$ cat config.mk
export PLATFORM = sky130hd
export DESIGN_NAME = eq_coef_load_ctl
export DESIGN_NICKNAME = d
export VERILOG_FILES = /design/src/rtl/eq_coef_load_ctl.sv
export SDC_FILE = /design/constraint.sdc
export NUM_CORES = 1
export LEC_CHECK = 0
export CORE_MARGIN = 4
export CORE_UTILIZATION = 48
export CTS_CLUSTER_SIZE = 14
export DETAILED_ROUTE_END_ITERATION = 7
export GPL_TIMING_DRIVEN = 0
export PLACE_DENSITY = 0.85
export SLEW_MARGIN = 10
export SYNTH_ARGS = -nofsm -noshare
export SYNTH_HDL_FRONTEND = slang
export SYNTH_SLANG_ARGS = --single-unit
$ cat constraint.sdc
create_clock -name user_clk -period 3.8 [get_ports user_clk]
set_clock_uncertainty 0.15 [all_clocks]
set_input_delay 0.57 -clock user_clk [delete_from_list [all_inputs] [get_ports user_clk]]
set_output_delay 0.57 -clock user_clk [all_outputs]
set_load 0.02 [all_outputs]
$ cat src/rtl/eq_coef_load_ctl.sv
// eq_coef_load_ctl: sequences equalizer coefficient writes into the per-channel
// EQ coefficient RAM from the eq_ctl software register control word.
// Supports single-channel writes and broadcast writes to every channel. It
// drives a valid/ready write port toward the coefficient RAM arbiter and
// returns a status word for readback.
// Optional feature: define EQ_SYNC_ALIGN_EN to hold each commit until the next
// sync_in pulse, so that coefficient updates start on a spectrum boundary.
//
// state     | meaning
// ----------+---------------------------------------------------------------
// IDLE      | no write pending; waiting for a commit edge on ctrl_in[31]
// WAIT_SYNC | commit latched; waiting for sync_in (EQ_SYNC_ALIGN_EN only)
// SINGLE    | one write presented until the arbiter accepts it
// BCAST     | walking every address 0..2^ADDR_W-1 with the latched coefficient

module eq_coef_load_ctl #(
  parameter int ADDR_W = 11,
  parameter int COEF_W = 16
) (
  input  logic              user_clk,
  input  logic              user_rst_n,
  input  logic [31:0]       ctrl_in,
  input  logic              sync_in,
  output logic [ADDR_W-1:0] coef_addr,
  output logic [COEF_W-1:0] coef_data,
  output logic              coef_we,
  input  logic              coef_rdy,
  output logic              busy,
  output logic [31:0]       status_out
);

  localparam logic [1:0] ST_IDLE      = 2'd0;
`ifdef EQ_SYNC_ALIGN_EN
  localparam logic [1:0] ST_WAIT_SYNC = 2'd1;
`endif
  localparam logic [1:0] ST_SINGLE    = 2'd2;
  localparam logic [1:0] ST_BCAST     = 2'd3;

  localparam logic [ADDR_W-1:0] ADDR_LAST = '1;

  logic [1:0]  state;
  logic [31:0] ctrl_q;
  logic        ctrl_q_vld;
  logic        bcast_q;
  logic        overrun;
  logic        pending;
  logic [23:0] wr_count;

  logic              commit_evt;
  logic              cmd_bcast;
  logic [ADDR_W-1:0] cmd_addr;
  logic [COEF_W-1:0] cmd_coef;
  logic              accept;

  // ctrl_q_vld stays low for the first sampling edge after reset. A commit bit
  // that is held high through reset therefore reads as a level rather than as a
  // new rising edge.
  assign commit_evt = ctrl_in[31] & ~ctrl_q[31] & ctrl_q_vld;
  assign cmd_bcast  = ctrl_in[30];
  assign cmd_addr   = ctrl_in[COEF_W+ADDR_W-1:COEF_W];
  assign cmd_coef   = ctrl_in[COEF_W-1:0];

  assign coef_we = (state == ST_SINGLE) || (state == ST_BCAST);
  assign accept  = coef_we & coef_rdy;
  assign busy    = (state != ST_IDLE);

`ifdef EQ_SYNC_ALIGN_EN
  assign pending = (state == ST_WAIT_SYNC);
`else
  assign pending = 1'b0;
`endif

  assign status_out = {busy, overrun, pending, 5'b0, wr_count};

  // Signals that this build does not read: reserved control bits, the
  // non-commit bits of ctrl_q, and the sync path when alignment is compiled out.
  wire unused_ok = &{1'b0, ctrl_in, ctrl_q[30:0], sync_in, bcast_q};

  // Register the control word every cycle so that commit edges can be detected.
  always_ff @(posedge user_clk or negedge user_rst_n) begin
    if (!user_rst_n) begin
      ctrl_q     <= '0;
      ctrl_q_vld <= 1'b0;
    end else begin
      ctrl_q     <= ctrl_in;
      ctrl_q_vld <= 1'b1;
    end
  end

  // Sequencing FSM. It latches the command on a commit edge and then walks the
  // write address.
  always_ff @(posedge user_clk or negedge user_rst_n) begin
    if (!user_rst_n) begin
      state     <= ST_IDLE;
      coef_addr <= '0;
      coef_data <= '0;
      bcast_q   <= 1'b0;
    end else begin
      case (state)
        ST_IDLE: begin
          if (commit_evt) begin
            bcast_q   <= cmd_bcast;
            coef_data <= cmd_coef;
            coef_addr <= cmd_bcast ? '0 : cmd_addr;
`ifdef EQ_SYNC_ALIGN_EN
            state     <= ST_WAIT_SYNC;
`else
            state     <= cmd_bcast ? ST_BCAST : ST_SINGLE;
`endif
          end
        end
`ifdef EQ_SYNC_ALIGN_EN
        ST_WAIT_SYNC: begin
          if (sync_in) begin
            state <= bcast_q ? ST_BCAST : ST_SINGLE;
          end
        end
`endif
        ST_SINGLE: begin
          if (coef_rdy) begin
            state <= ST_IDLE;
          end
        end
        ST_BCAST: begin
          if (coef_rdy) begin
            coef_addr <= coef_addr + ADDR_W'(1);
            if (coef_addr == ADDR_LAST) begin
              state <= ST_IDLE;
            end
          end
        end
        default: state <= ST_IDLE;
      endcase
    end
  end

  // Free-running count of accepted writes. It wraps modulo 2^24.
  always_ff @(posedge user_clk or negedge user_rst_n) begin
    if (!user_rst_n) begin
      wr_count <= '0;
    end else if (accept) begin
      wr_count <= wr_count + 24'd1;
    end
  end

  // Sticky overrun flag for commits that arrive while busy. If a set and a
  // clear land in the same cycle, the set takes priority.
  always_ff @(posedge user_clk or negedge user_rst_n) begin
    if (!user_rst_n) begin
      overrun <= 1'b0;
    end else if (commit_evt && busy) begin
      overrun <= 1'b1;
    end else if (ctrl_in[29]) begin
      overrun <= 1'b0;
    end
  end

endmodule

# == Word-level counts from Yosys, hierarchy flattened ==
# Index checks and enable logic that the tools add are counted.
# totals
register_bits,87
input_bits,36
out_inout_bits,61
wordCells,41
# op_classes
addsub,2
eq_ne,7
muxes,12
bitwise,4
reduce_logical,9
# ops
operator,count
$mux W11,3
$add A24 B1 Y24 const B,1
$pmux W11 S2,1
$add A11 B1 Y11 const B,1
$eq A11 B11 Y1 const B,1
$mux W2,4
$ne A2 B2 Y1 const B,3
$pmux W2 S3,1
$reduce_bool A2 Y1,3
$eq A2 B2 Y1 const B,2
$reduce_and A4 Y1,1
$and A1 B1 Y1,3
$mux W1,3
$reduce_and A3 Y1,1
$logic_not A2 Y1,1
$ne A2 B1 Y1 const B,1
$reduce_and A2 Y1,1
$logic_and A1 B1 Y1,1
$logic_or A1 B1 Y1,1
$not A1 Y1,1

# == Longest topological paths before layout ==
# Gate-level depths: netlist of the first run.
# depth
depth_word,5
mapped_depth,7
ltp_nobuf,5

# == Worst setup path after synthesis of the first run ==
# No wires, ideal clock.
# synth_timing
kind,reg2reg
startpoint,reg coef_addr[0]
endpoint,reg coef_addr[10]
setup_ps,146
arrival_time_ps,1546
required_ps,3504
path_slack_ps,1959
path_stages_with_launch,6
path_buffers,0
synth_period_minus_slack_ps,1841
path_cell_list,dfrtp_1 ha_1 nand4_1 nor3_1 mux2i_1 o221ai_1
# synth_between
elab_chain_cells,3
# synth_lines
item,line_no,text
start: declaration,24,"output logic [ADDR_W-1:0] coef_addr,"
start signal: assignment,104,coef_addr <= cmd_bcast ? '0 : cmd_addr;
start signal: assignment,126,coef_addr <= coef_addr + ADDR_W'(1);
$add A11 B1 Y11,126,
$mux W11,125,if (coef_rdy) begin
$pmux W11 S2,99,case (state)
# No other way between the ends. The select of a mux whose other input is x is not followed.
# A chain may end at the register's enable or synchronous reset.

# == Worst setup path after layout of the first run ==
# layout_timing
startpoint,reg state[1]
endpoint,out status_out[31]
# layout_between
elab_chain_cells,1
# layout_lines
item,line_no,text
start: declaration,41,logic [1:0] state;
start signal: assignment,108,state <= cmd_bcast ? ST_BCAST : ST_SINGLE;
$reduce_bool A2 Y1,65,assign busy = (state != ST_IDLE);
end: declaration,29,output logic [31:0] status_out
# No other way between the ends.

==> results of run 1 <==
==> registers in the layout, indices dropped and copies added, names as in the netlist <==
name,count
wr_count,24
coef_data,16
coef_addr,11
state,2
ctrl_q,1
ctrl_q_vld,1
overrun,1
==> area by class of cell <==
type / instances / area (um^2)
fillers: 422 / 1520
flip-flops and latches: 56 / 1400
well taps: 70 / 87.6
plain buffers: 17 / 123
inverters: 8 / 30.0
repair buffers: 88 / 886
clock inverters: 2 / 12.5
multi-input cells: 163 / 1140
clock buffers: 5 / 68.8
==> worst max-delay path: cells and delay by family (launching register included) <==
kind / cells / cell delay [ns]
flip-flops: 1 / 0.38
AND/OR/NAND/NOR: 1 / 0.11
buffers and inverters: 4 / 0.85
==> metrics by stage <==
step / power [mW] / std cells / setup WS, ns / util (%) / cell area, um^2
after floorplan: 1.02 / 244 / 1.96 / - / 2700
after global placement: 1.25 / 401 / 0.327 / 69.4 / 3660
after global routing: 1.65 / 409 / 1.39 / 71.2 / 3750
final: 1.55 / 409 / 1.45 / 71.2 / 3750
after detailed placement: 1.26 / 402 / 1.26 / 69.7 / 3670
after CTS: 1.57 / 409 / 1.44 / 71.2 / 3750
==> worst paths after layout <==
| path | startpoint | endpoint | slack, ns |
|---|---|---|---|
| worst max-delay path | state[1] | status_out[31] | 1.45 |
| worst max register to register | coef_addr[0] | state[0] | 1.74 |
| worst min register to register | wr_count[23] | wr_count[23] | 0.33 |
| worst min-delay path | user_rst_n | coef_data[15] | 0.10 |
| max in group asynchronous | user_rst_n | state[0] | 2.84 |
| min in group user_clk | wr_count[23] | wr_count[23] | 0.33 |
==> routing by layer <==
metal  up-vias  track usage, %
li1       1026               -
met1      1026            23.3
met2        64            33.5
met3         4            3.69
met4         0            5.07
met5         -               0
==> power groups by stage <==
stage / Clock [mW] / Combinational (mW) / Sequential (mW)
2_1_floorplan: 0 / 0.164 / 0.856
3_3_place_gp: 0 / 0.466 / 0.782
3_5_place_dp: 0 / 0.476 / 0.787
6_report: 0.304 / 0.472 / 0.776
5_1_grt: 0.342 / 0.514 / 0.793
4_1_cts: 0.317 / 0.476 / 0.776
==> synthesized netlist by cell type (3+ instances only) <==
| master | n | area share (%) |
|---|---|---|
| dfrtp_1 | 56 | 52 |
| xnor2_1 | 21 | 6.9 |
| nand2_1 | 20 | 2.8 |
| nand3_1 | 20 | 3.7 |
| a21oi_1 | 10 | 1.9 |
| nor2_1 | 10 | 1.4 |
| mux2_2 | 9 | 3.8 |
| buf_4 | 8 | 2.2 |
| mux2_4 | 8 | 4.5 |
| inv_1 | 7 | 0.98 |
| nand4_1 | 7 | 1.6 |
| o21ai_0 | 6 | 1.1 |
| a31oi_1 | 4 | 0.93 |
| clkbuf_1 | 4 | 0.56 |
| nor3_1 | 4 | 0.75 |
| a22o_1 | 3 | 0.98 |
| and2_1 | 3 | 0.70 |
==> cells by family after synthesis <==
family,count (synthesis),synth area share (%)
DFF,56,52.3
AOI/OAI and AO/OA,37,9.11
muxes,18,8.64
adders and majority gates,2,0.934
xor gates and xnor gates,23,7.52
buffers and inverters,25,5.70
other,2,0.280
and+or+nand+nor,76,15.5
==> out/summary.txt, run 1 <==
status -> finished clean
Row Count -> 26
Crit Path Category -> reg -> out
DRC violations left -> 0
slew margin rel. -> 63.2%
Cells after Synth -> 239
DRT iter0 DRCs -> 117
layout cells sized above 1 -> 13.3%
Top FF cell, synth -> dfrtp_1
Die H -> 82.7 um
met3 wire length -> 328 um
clk buf depth -> 2
Net Switching -> 516 uW
Final nets -> 377
clock sinks -> 56
H-tree depth -> 2
Setup Fix Bufs, Post-CTS -> 0
Slew Limit Fails -> 0
Crit-path slowest cell -> clkdlybuf4s50_1
Seq/Total Area, Yosys -> 52.3%
Net Sw Frac -> 33.2%
Hold Buf Count CTS -> 0
Starting Density -> 50.8%
post-layout minimum cycle time -> 2.35 ns
Syn Area/Cell -> 11.2 um^2
top sig layer -> met4
Fmax -> 0.425 GHz
Leak -> 1.66 nW
setup total negative slack -> 0 ns
yosys warns -> 0
ant diodes -> 0
I/O pins -> 97
Peak VDD IR -> 0.000361 V
crit path cell chain -> buf_6 > nor2_4 > inv_2 > buf_4 > clkdlybuf4s50_1
Area growth, synth to finish -> 40.1%
Post-synth ARST share -> 100%
setup violators final -> 0
Critical Path RT -> 3.08 ns
# resized after CTS -> 0
internal power -> 1.04 mW
WP data arrival -> 1.63 ns
Clock power frac -> 19.6%
Die X -> 82.7 um
drt wl/cell -> 14.6 um
CTS root buf -> clkbuf_8
core area -> 5270 um^2
Worst path max stage delay -> 0.53 ns
vias in the first global route -> 2148
worst r2r path cells -> 5
Crit Path Max Fanout -> 9
max cap viols -> 0
most frequent cells in the layout -> clkdlybuf4s50_1, dfrtp_1, xnor2_1
die area -> 6840 um^2
largest net degree at the start of global routing -> 33
first-pass GRT wire length -> 10.0 mm
Critical Path Sink Type -> output port
Seq cells post-synth -> 56
Hold WS -> 0.101 ns
Routed met1 length -> 2.49 mm
Pre-Repair DR Iteration Count -> 4
synthesized area -> 2680 um^2
clk slew on worst S/H paths -> 0.09 ns
clock latency on the worst-skew pair -> 0.29 ns
Worst Tran Pin Value -> 0.551 ns
initial antenna violation count -> 0
sequential power share -> 50.0%
vias -> 2120
IO Port Bufs -> 87
Hold Vio Cnt, Final -> 0
worst min path class -> in -> async
post-DP HPWL -> 4.62 mm
PD cells -> 414 nW/um^2
WL final -> 5.98 mm
number of synthesized flops with an enable pin -> 0
antenna-violating nets left -> 0
vias per inst -> 5.18
grt ovf -> 0
period utilisation layout -> 61.9%
CTS tree -> done
commonest non-fill, non-tap cell in the layout -> clkdlybuf4s50_1
cts bufs inserted -> 5
GPL Wtd Cong -> 0.843
metal2 WL -> 3.10 mm
Yosys cell types -> 46
Worst setup SP type -> register
RSZ-0062 raised after global routing -> false
GRT Util Overall -> 18.8%
Comb pwr share -> 30.4%
Note: power is estimated with default switching activity, not from simulation.
==> run 2: changes to the inputs <==
--- a/config.mk
+++ b/config.mk
@@ -6,11 +6,11 @@
 export NUM_CORES = 1
 export LEC_CHECK = 0
 export CORE_MARGIN = 4
-export CORE_UTILIZATION = 48
+export CORE_UTILIZATION = 45
 export CTS_CLUSTER_SIZE = 14
 export DETAILED_ROUTE_END_ITERATION = 7
 export GPL_TIMING_DRIVEN = 0
-export PLACE_DENSITY = 0.85
+export PLACE_DENSITY = 0.81
 export SLEW_MARGIN = 10
 export SYNTH_ARGS = -nofsm -noshare
 export SYNTH_HDL_FRONTEND = slang
==> constraint.sdc (replaced) <==
create_clock -name user_clk -period 2.2 [get_ports user_clk]
set_clock_uncertainty 0.15 [all_clocks]
set_input_delay 0.33 -clock user_clk [delete_from_list [all_inputs] [get_ports user_clk]]
set_output_delay 0.33 -clock user_clk [all_outputs]
set_load 0.02 [all_outputs]
==> out/summary.txt, run 2 (synthesis gave the netlist of run 1 again) <==
status -> finished clean
Row Count -> 27
antenna-violating nets left -> 0
GPL Wtd Cong -> 0.882
CTS tree -> done
DRC violations left -> 0
grt ovf -> 0
clk buf depth -> 2
Critical Path RT -> 2.21 ns
setup violators final -> 0
vias -> 2176
Regs by FF count -> wr_count (24), coef_data (16), coef_addr (11)
vias per inst -> 5.27
Crit Path Max Fanout -> 8
WP data arrival -> 2.05 ns
worst min path class -> reg -> reg
core area -> 5640 um^2
Area growth, synth to finish -> 41.1%
ant diodes -> 0
drt wl/cell -> 14.9 um
commonest non-fill, non-tap cell in the layout -> clkdlybuf4s50_1
clk slew on worst S/H paths -> 0.09 ns
Critical Path Sink Type -> register
post-DP HPWL -> 4.71 mm
clock latency on the worst-skew pair -> 0.30 ns
Final nets -> 378
Hold WS -> 0.324 ns
GRT Util Overall -> 18.3%
vias in the first global route -> 2256
cts bufs inserted -> 5
most flop-heavy register -> wr_count
PD cells -> 723 nW/um^2
slew margin rel. -> 63.3%
Hold Vio Cnt, Final -> 0
first-pass GRT wire length -> 10.8 mm
Starting Density -> 47.5%
FF-to-FF Start -> coef_addr[0]
Peak VDD IR -> 0.000456 V
post-layout minimum cycle time -> 2.03 ns
clock sinks -> 56
CP endpoint -> state[0]
initial antenna violation count -> 0
r2r setup slk -> 0.17 ns
RSZ-0062 raised after global routing -> false
Slew Limit Fails -> 0
DRT iter0 DRCs -> 159
DP Area -> 3670 um^2
worst r2r dst -> state[0]
Die X -> 85.2 um
max cap viols -> 0
Fmax -> 0.492 GHz
I/O pins -> 97
H-tree depth -> 2
Worst Tran Pin Value -> 0.550 ns
Leak -> 1.67 nW
post-layout instance count excluding filler cells -> 413
period utilisation layout -> 92.4%
final instance area -> 3780 um^2
placed cells -> 404
Setup Fix Bufs, Post-CTS -> 0
largest net degree at the start of global routing -> 34
WL final -> 6.14 mm
Die H -> 85.2 um
timing startpoint of the critical path -> coef_addr[0]
Worst setup SP type -> register
Fillers -> 450
most frequent cells in the layout -> clkdlybuf4s50_1, dfrtp_1, xnor2_1
worst r2r path cells -> 5
Hold Crit Depth -> 1
layout cells sized above 1 -> 13.5%
CTS root buf -> clkbuf_8
max FFs per register -> 24
IO Port Bufs -> 87
die area -> 7250 um^2
Pre-Repair DR Iteration Count -> 4
Crit Path Category -> reg -> reg
[run 2: cell count changes in the layout (fill, tap and decap cells not counted), sizes merged]
cell / delta
clkbuf: +1
clkdlybuf4s50: -1
clkinv: +1
clkinvlp: -1
dlygate4sd3: +1
dlymetal6s2s: +1
[run 2: worst max-delay path: stages (launching register included)]
cell     delay (ns)
dfrtp_1        0.48
ha_1           0.26
nand4_1        0.26
nor4_1         0.50
and2_1         0.19
o22ai_1        0.06
[run 2: final cells by class]
| cell class | instances | area, um^2 | share of cell area [%] |
|---|---|---|---|
| Sequential cell | 56 | 1400 | 37.1 |
| Multi-Input combinational cell | 163 | 1140 | 30.3 |
| Timing Repair Buffer | 89 | 898 | 23.8 |
| Buffer | 17 | 123 | 3.25 |
| Tap cell | 72 | 90.1 | 2.38 |
| Clock buffer | 6 | 82.6 | 2.19 |
| Inverter | 8 | 30.0 | 0.795 |
| Clock inverter | 2 | 10.0 | 0.265 |
[run 2: timing repair]
action                     CTS  global route
resized for setup            0             1
hold endpoints to repair    23             0
setup endpoints to repair    0             1
hold buffers                 1             0
[run 2: report_power, final]
part | switching (mW) | total [mW] | internal, mW
registers | 0.191 | 1.35 | 1.16
logic | 0.402 | 0.820 | 0.418
clock network | 0.314 | 0.566 | 0.252
total | 0.907 | 2.73 | 1.83
[run 2: stage by stage]
step | power [mW] | utilization, % | setup WS (ns) | setup TNS, ns
after floorplan | 1.76 | - | 0.359 | 0
after global placement | 2.15 | 64.8 | -1.05 | -59.51
after detailed placement | 2.19 | 65.1 | -0.104 | -0.603
after CTS | 2.76 | 66.9 | 0.0658 | 0
after global routing | 2.90 | 67.0 | 0.0215 | 0
final | 2.73 | 67.0 | 0.167 | 0
[run 2: how the worst min path moves through the flow]
stage                       from            to  slack [ns]
detailed placement    user_rst_n  coef_data[3]        0.20
global route         ctrl_in[31]    ctrl_q[31]        0.36
global placement    wr_count[23]  wr_count[23]        0.31
finish              wr_count[23]  wr_count[23]        0.32
floorplan             user_rst_n  coef_addr[0]       -0.12
CTS                 wr_count[23]  wr_count[23]        0.33
[run 2: layer usage]
layer / GRT usage (%) / up-vias / routed length [um]
met1: 22.3 / 1056 / 2510
met4: 4.75 / 0 / 78
met3: 5.73 / 8 / 527
met5: 0 / - / 0
li1: - / 1028 / -
met2: 31.3 / 84 / 3020
